<file path="config.mk">
export PLATFORM = sky130hd
export DESIGN_NAME = vga_driver
export DESIGN_NICKNAME = d
export VERILOG_FILES = /design/src/rtl/vga_driver_pkg.sv /design/src/rtl/vga_driver_phase_fsm.sv /design/src/rtl/vga_driver.sv
export SDC_FILE = /design/constraint.sdc
export NUM_CORES = 1
export LEC_CHECK = 0
export ABC_AREA = 1
export CAP_MARGIN = 20
export CORE_ASPECT_RATIO = 0.9
export CORE_MARGIN = 3
export CORE_UTILIZATION = 56
export DETAILED_ROUTE_END_ITERATION = 10
export GPL_TIMING_DRIVEN = 0
export PLACE_DENSITY = 0.86
export SLEW_MARGIN = 20
export SYNTH_ARGS = -nofsm -noshare
export SYNTH_HDL_FRONTEND = slang
export SYNTH_HIERARCHICAL = 1
export SYNTH_SLANG_ARGS = --single-unit
</file>
<file path="constraint.sdc">
create_clock -name clk -period 4.6 [get_ports clk]
set_clock_uncertainty 0.05 [all_clocks]
set_input_delay 0.69 -clock clk [delete_from_list [all_inputs] [get_ports clk]]
set_output_delay 0.69 -clock clk [all_outputs]
set_load 0.01 [all_outputs]
</file>
<file path="src/rtl/vga_driver_pkg.sv">
// Shared VGA timing parameters (1024x768 @ 60 Hz) and the phase state type
// used by both the horizontal and vertical timing generators.
package vga_driver_pkg;

  // Horizontal timing, in pixel clocks
  localparam int H_SYNC   = 136;
  localparam int H_BACK   = 160;
  localparam int H_ACTIVE = 1024;
  localparam int H_FRONT  = 24;
  localparam int H_TOTAL  = H_SYNC + H_BACK + H_ACTIVE + H_FRONT;

  // Vertical timing, in lines
  localparam int V_SYNC   = 6;
  localparam int V_BACK   = 29;
  localparam int V_ACTIVE = 768;
  localparam int V_FRONT  = 3;
  localparam int V_TOTAL  = V_SYNC + V_BACK + V_ACTIVE + V_FRONT;

  // First active pixel / first active line
  localparam int HA0 = H_SYNC + H_BACK;
  localparam int VA0 = V_SYNC + V_BACK;

  // Counter and pixel widths
  localparam int H_CNT_W = 11;
  localparam int V_CNT_W = 10;
  localparam int RGB_W   = 24;

  // Colour constants
  localparam logic [RGB_W-1:0] COLOR_BLACK = 24'h000000;

  // Phase of one timing axis; the same encoding serves H and V
  typedef enum logic [1:0] {
    SYNC_S  = 2'd0,
    BACK_S  = 2'd1,
    ACT_S   = 2'd2,
    FRONT_S = 2'd3
  } phase_t;

endpackage

</file>
<file path="src/rtl/vga_driver_phase_fsm.sv">
// vga_phase_fsm: one timing axis. A position counter that runs 0..TOTAL-1
// when i_adv is high and wraps to 0, plus a 4-state phase FSM
// (sync -> back porch -> active -> front porch) kept in step with it.
// The phase register always describes the current counter value.
module vga_phase_fsm
  import vga_driver_pkg::*;
#(
  parameter int SYNC   = H_SYNC,
  parameter int BACK   = H_BACK,
  parameter int ACTIVE = H_ACTIVE,
  parameter int FRONT  = H_FRONT,
  parameter int W      = H_CNT_W
) (
  input  logic         clk,
  input  logic         rst_n,
  input  logic         i_adv,
  output logic [W-1:0] o_cnt,
  output phase_t       o_phase
);

  localparam int TOTAL = SYNC + BACK + ACTIVE + FRONT;

  // Counter values at which each phase begins, and the wrap point
  localparam logic [W-1:0] LAST   = W'(TOTAL - 1);
  localparam logic [W-1:0] BACK0  = W'(SYNC);
  localparam logic [W-1:0] ACT0   = W'(SYNC + BACK);
  localparam logic [W-1:0] FRONT0 = W'(SYNC + BACK + ACTIVE);

  logic [W-1:0] r_cnt;
  phase_t       r_phase;
  logic [W-1:0] w_nxt;

  assign w_nxt   = r_cnt + W'(1);
  assign o_cnt   = r_cnt;
  assign o_phase = r_phase;

  // Counter and phase advance together; phase changes on the edge the
  // counter reaches a phase boundary, and wrap returns to the sync phase.
  always_ff @(posedge clk or negedge rst_n) begin
    if (!rst_n) begin
      r_cnt   <= '0;
      r_phase <= SYNC_S;
    end else if (i_adv) begin
      if (r_cnt == LAST) begin
        r_cnt   <= '0;
        r_phase <= SYNC_S;
      end else begin
        r_cnt <= w_nxt;
        if (w_nxt == BACK0)       r_phase <= BACK_S;
        else if (w_nxt == ACT0)   r_phase <= ACT_S;
        else if (w_nxt == FRONT0) r_phase <= FRONT_S;
      end
    end
  end

endmodule

</file>
<file path="src/rtl/vga_driver.sv">
// vga_driver: VGA timing generator and pixel path.
// Two vga_phase_fsm instances track the line (h) and frame (v) position.
// rd_req is issued combinationally one clock ahead of display enable so the
// upstream pixel arrives just in time to be registered alongside vga_de.
// Build option: define SYNC_ACTIVE_LOW_EN to make vga_hs/vga_vs active-low
// (default is active-high sync pulses).
// Timing parameters default to the shared package values; overriding them
// only scales the raster.
module vga_driver
  import vga_driver_pkg::*;
#(
  parameter int P_H_SYNC   = H_SYNC,
  parameter int P_H_BACK   = H_BACK,
  parameter int P_H_ACTIVE = H_ACTIVE,
  parameter int P_H_FRONT  = H_FRONT,
  parameter int P_V_SYNC   = V_SYNC,
  parameter int P_V_BACK   = V_BACK,
  parameter int P_V_ACTIVE = V_ACTIVE,
  parameter int P_V_FRONT  = V_FRONT
) (
  input  logic             clk,
  input  logic             rst_n,
  input  logic [RGB_W-1:0] rgb_din,
  output logic             rd_req,
  output logic             vga_hs,
  output logic             vga_vs,
  output logic             vga_de,
  output logic [RGB_W-1:0] vga_rgb
);

`ifdef SYNC_ACTIVE_LOW_EN
  localparam logic SYNC_ON = 1'b0;
`else
  localparam logic SYNC_ON = 1'b1;
`endif

  localparam int P_H_TOTAL = P_H_SYNC + P_H_BACK + P_H_ACTIVE + P_H_FRONT;
  localparam int P_HA0     = P_H_SYNC + P_H_BACK;

  // Request window: one clock ahead of the active pixel window
  localparam logic [H_CNT_W-1:0] H_LAST    = H_CNT_W'(P_H_TOTAL - 1);
  localparam logic [H_CNT_W-1:0] H_REQ_FST = H_CNT_W'(P_HA0 - 1);
  localparam logic [H_CNT_W-1:0] H_REQ_LST = H_CNT_W'(P_HA0 + P_H_ACTIVE - 2);

  logic [H_CNT_W-1:0] w_h_cnt;
  logic [V_CNT_W-1:0] w_v_cnt;
  phase_t             w_h_phase;
  phase_t             w_v_phase;
  logic               w_h_wrap;
  logic               w_de;
  logic               w_v_act;

  vga_phase_fsm #(
    .SYNC   (P_H_SYNC),
    .BACK   (P_H_BACK),
    .ACTIVE (P_H_ACTIVE),
    .FRONT  (P_H_FRONT),
    .W      (H_CNT_W)
  ) u_h_fsm (
    .clk     (clk),
    .rst_n   (rst_n),
    .i_adv   (1'b1),
    .o_cnt   (w_h_cnt),
    .o_phase (w_h_phase)
  );

  // Lines advance on the h wrap edge, so both counters wrap together at
  // the last pixel of the last line.
  assign w_h_wrap = (w_h_cnt == H_LAST);

  vga_phase_fsm #(
    .SYNC   (P_V_SYNC),
    .BACK   (P_V_BACK),
    .ACTIVE (P_V_ACTIVE),
    .FRONT  (P_V_FRONT),
    .W      (V_CNT_W)
  ) u_v_fsm (
    .clk     (clk),
    .rst_n   (rst_n),
    .i_adv   (w_h_wrap),
    .o_cnt   (w_v_cnt),
    .o_phase (w_v_phase)
  );

  assign w_v_act = (w_v_phase == ACT_S);
  assign w_de    = (w_h_phase == ACT_S) && w_v_act;

  // Pixel request leads display enable by one clock within active lines
  always_comb begin
    rd_req = 1'b0;
    if (w_v_act && (w_h_cnt >= H_REQ_FST) && (w_h_cnt <= H_REQ_LST))
      rd_req = 1'b1;
  end

  // Registered video outputs, one clock behind the counters; the pixel
  // answering last cycle's rd_req lands together with vga_de.
  always_ff @(posedge clk or negedge rst_n) begin
    if (!rst_n) begin
      vga_hs  <= ~SYNC_ON;
      vga_vs  <= ~SYNC_ON;
      vga_de  <= 1'b0;
      vga_rgb <= COLOR_BLACK;
    end else begin
      vga_hs  <= (w_h_phase == SYNC_S) ? SYNC_ON : ~SYNC_ON;
      vga_vs  <= (w_v_phase == SYNC_S) ? SYNC_ON : ~SYNC_ON;
      vga_de  <= w_de;
      vga_rgb <= w_de ? rgb_din : COLOR_BLACK;
    end
  end

  // The v counter value itself is only needed for debug visibility of the
  // frame position; phases carry all decisions.
  logic [V_CNT_W-1:0] r_v_cnt_dbg;

  // Keep the last line index seen at the start of each line
  always_ff @(posedge clk or negedge rst_n) begin
    if (!rst_n)        r_v_cnt_dbg <= '0;
    else if (w_h_wrap) r_v_cnt_dbg <= w_v_cnt;
  end

endmodule

</file>
After elaboration in Yosys (flattened, before gate mapping)

Cells that the tools add are included.

Add/subtract/negate cells: 2
$lt $le $gt $ge: 2
Eq/ne operators: 10
Mux-type cells: 14
Reductions and logical operators: 8

Operator list:

| operator              | count |
|---|---|
| $mux 24               | 1 |
| $eq 11x11->1 const B  | 2 |
| $eq 10x10->1 const B  | 2 |
| $mux 2                | 8 |
| $add 11x1->11 const B | 1 |
| $eq 11x8->1 const B   | 1 |
| $eq 11x9->1 const B   | 1 |
| $ge 11x9->1 const B   | 1 |
| $le 11x11->1 const B  | 1 |
| $mux 11               | 1 |
| $add 10x1->10 const B | 1 |
| $eq 10x3->1 const B   | 1 |
| $eq 10x6->1 const B   | 1 |
| $mux 10               | 1 |
| $reduce_bool 4->1     | 2 |
| $eq 2x2->1 const B    | 2 |
| $logic_not 2->1       | 2 |
| $logic_and 1x1->1     | 3 |
| $mux 1                | 3 |
| $reduce_and 2->1      | 1 |

Bits in registers: 52
Output and inout bits: 28
Word-level logic and storage cells: 44

Longest topological paths before layout

Depth after elaboration: 6
Depth in mapped cells: 14
Depth with buffers taken out: 14

By module

Netlist, hierarchy kept.

By module, submodules not included:

| module                  | instances | cells an instance | area an instance (um^2) |
|---|---|---|---|
| vga_driver              | 1         | 126               | 1147.4 |
| vga_phase_fsm (u_v_fsm) | 1         | 130               | 884.6 |
| vga_phase_fsm (u_h_fsm) | 1         | 118               | 844.6 |

Least setup slack after synthesis

No wires, ideal clock.

Path kind: reg-to-output
Start point: register u_h_fsm.r_cnt[7], in the netlist u_h_fsm/o_cnt[7]
End point: output port rd_req
Arrival: 1.059 ns
Data required time: 3.860 ns
Path slack: 2.801 ns
Cell stages (with the launch flop): 8
Cells stage by stage: dfrtp_1 inv_1 nand2_1 nor2_1 nand3_1 nand3b_1 nand2_1 nor2_1

Cells in the longest elaborated chain, start to end: 4
Elaborated cells between the ends (all ways): 5
Classes of those cells: order compare (2); mux (1); reduce/logical (2)

RTL lines:

| element                | RTL line                   | RTL |
|---|---|---|
| start, declared        | vga_driver_phase_fsm.sv:29 | `logic [W-1:0] r_cnt;` |
| start signal, assigned | vga_driver_phase_fsm.sv:48 | `r_cnt <= w_nxt;` |
| $ge 11x9->1            | vga_driver.sv:91           | `if (w_v_act && (w_h_cnt >= H_REQ_FST) && (w_h_cnt <= H_REQ_LST))` |
| $logic_and 1x1->1      | vga_driver.sv:91           |  |
| $logic_and 1x1->1 (*)  | vga_driver.sv:91           |  |
| $mux 1 (*)             | vga_driver.sv:91           |  |
| end, declared          | vga_driver.sv:24           | `output logic rd_req,` |

Mark *: on every way between the ends. The rest lies on a longest branch, timed or not.

Worst setup path after layout

Same ends and word-level chain as after synthesis.

==> impl_metrics.ini <==
[grt]
overflow = 0
first_global_vias = 2326
antenna_found_initial = 0
grt_max_degree = 53
track_usage_pct = 21.4
grt_pass1_wl_mm = 10.1

[yosys]
synthSimpleGateAreaFrac_pct = 36.9
ys_types = 25
synth_mux_area_share_pct = 0
syn_area_um2 = 2880
ys_top_cells_by_area = dfrtp_1 (45%), nand2_1 (13%), inv_1 (8.4%)
yosys.area_share.xor_xnor_pct = 0.609
syn_area_per_cell_um2 = 7.69
ys_ff_latch = 52
synthCells = 374
yosys.area.top_type = dfrtp_1
synth_top_family_by_area = simple AND/OR/NAND/NOR gates
synth_compound_area_share_pct = 4.78
yosys_warnings = 6
synth.top_cell.area_share_pct = 45.2
ys_seq_area_share_pct = 45.2
synthAdderAreaFrac_pct = 1.74

[timing]
max_freq_ghz = 0.368
layout_min_cycle_time_ns = 2.72
rsz0062_at_grt = false
setup_viol = 0
final.period_utilization_pct = 59.1
hold_viol = 0
finalSetupTns_ns = 0
slew_headroom_pct = 57.2
tightest_slew_ns = 0.642
drv_slew = 0

[critical_path]
critPathSlowestCell = clkdlybuf4s50_1
max_stage_delay_ns = 0.54
arrival_ns = 1.98
critPathLaunchType = flip-flop
crit_start = u_h_fsm/o_cnt[7]
path_cells = inv_1 -> nand2_1 -> nor2_1 -> nand3_1 -> nand3b_1 -> nand2_1 -> nor2_1 -> clkdlybuf4s50_1
cp_data_required_time_ns = 3.86
end_kind = primary output
critical_path_class = reg -> out
crit_fanout = 8
r2r_start = u_h_fsm/o_cnt[9]

[cts]
cts_tree = built
numCtsBuffers = 5
clk_pin_slew_ns = 0.10
cts.sinks = 52
ctsResizeCount = 0
clockBufferDepth = 2
clk_latency_ns = 0.31
cts_hold_buf = 0
htree_levels = 2
cts_root_buffer = clkbuf_8
cts_setup_buffers = 0

[finish]
fin_area_um2 = 3610
area_growth_pct = 25.4
fin_nets = 466
instances_no_fill = 502
n_fill_cell = 358
layout_commonest_cell = nand2_1
antenna_cells = 0
final_cell_mix = nand2_1 (98), inv_1 (64), clkdlybuf4s50_1 (52), dfrtp_1 (52), nor2_1 (38)
drive_above_1_share_pct = 15.3

[drt]
antenna_left = 0
drt_iter0_drc = 206
first_pass_iters = 7
route.vias.total = 2500
routed.top_layer = met4
wl_met1_mm = 2.70
vias_per_cell = 4.98
drt_wl_total_mm = 6.11
wl_per_cell_um = 12.2
wl_met2_mm = 3.04
wl_met3_um = 301
drc = 0

[place]
dpl.cell_count = 494
place_area_um2 = 3490
portBuffers = 53
hpwl_mm = 4.48
gp_congestion = 0.910

[hold_path]
hold_path_class = in -> async

[floorplan]
die_area_um2 = 6030
rows = 24
ios = 54
die_y_um = 74.0
initial_core_util_pct = 58.8
die_w_um = 81.5
core_area_um2 = 4890

[power]
irDropWorstVdd_uv = 243
powerDensity_nw_per_um2 = 289
p_leak_nw = 1.74

[outcome]
status = finished, final reports clean

[job]
max_cap_viol_count = 0
==> Yosys cell counts <==
master and instances:
o21ai_0 18, a22o_1 1, inv_1 64, nor2_4 3, nand4_1 8, o22ai_1 5, nand2_2 7, ha_1 4
conb_1 1, xor2_1 2, inv_2 5, nor4_4 1, nor2_1 38, dfrtp_1 52, nor4b_1 1, nor3_1 3
buf_6 2, nor2_2 27, nand3_1 19, nand3_4 1, nand2_1 98, buf_4 3, o21bai_1 1, nand3_2 9
nand3b_1 1
==> cells by family (layout without fill, tap and decap cells) <==
family	count (synthesis)	count (layout)
AO/OA/AOI/OAI	25	25
XOR/XNOR	2	2
adder cells (fa/ha/maj)	4	4
buffers and inverters	74	135
flip-flops	52	52
other	1	3
AND/OR/NAND/NOR	216	216
==> through the flow <==
step	setup WS, ns	power [mW]	hold WS (ns)	utilization, %
global placement	1.25	0.715	0.396	71.4
floorplan	2.80	0.653	0.344	-
CTS	1.86	1.05	0.371	73.7
global route	1.68	1.10	0.391	73.7
finish	1.88	1.04	0.336	73.7
detailed placement	2.22	0.725	0.397	71.4
==> cell type report <==
type | instances | area (um2) | area share, %
buffer | 5 | 45.0 | 1.25
clock buffer | 5 | 68.8 | 1.91
clock inverter | 3 | 46.3 | 1.28
inverter | 69 | 259 | 7.18
multi-input combinational | 250 | 1280 | 35.4
sequential | 52 | 1300 | 36.1
tap | 65 | 81.3 | 2.25
timing repair buffer | 53 | 528 | 14.6
==> final timing paths <==
path                               endpoint  cells after the start  slack (ns)
min reg2reg                          vga_hs                      1        0.41
min                        u_v_fsm/o_cnt[4]                      1        0.34
min in group clk                     vga_hs                      1        0.41
max                                  rd_req                      8        1.88
max in group asynchronous       vga_rgb[12]                      1        3.72
max reg2reg                u_v_fsm/o_cnt[2]                      8        2.34
==> power breakdown <==
part	internal, mW	switching (mW)
sequential	0.487	0.0532
clock	0.164	0.159
combinational	0.0729	0.106
==> per-layer routing <==
layer  vias to the layer above  GRT usage, %
met5                         -             0
met4                         0          6.57
met3                         9          4.72
met2                        68          35.4
met1                      1158          28.4
li1                       1265             -
==> worst max-delay path, delay by kind of cell (launching register included) <==
family	cells	cell delay, ns
and+or+nand+nor	6	0.55
buffers and inverters	2	0.65
DFF	1	0.48
==> sequential cells by signal (all words and copies together) (netlist names) <==
signal / count
vga_vs: 1
u_v_fsm/o_cnt: 10
u_v_fsm/o_phase: 2
vga_de: 1
vga_hs: 1
u_h_fsm/o_cnt: 11
u_h_fsm/o_phase: 2
vga_rgb: 24
No activity file was read; power rests on OpenSTA's default activity.
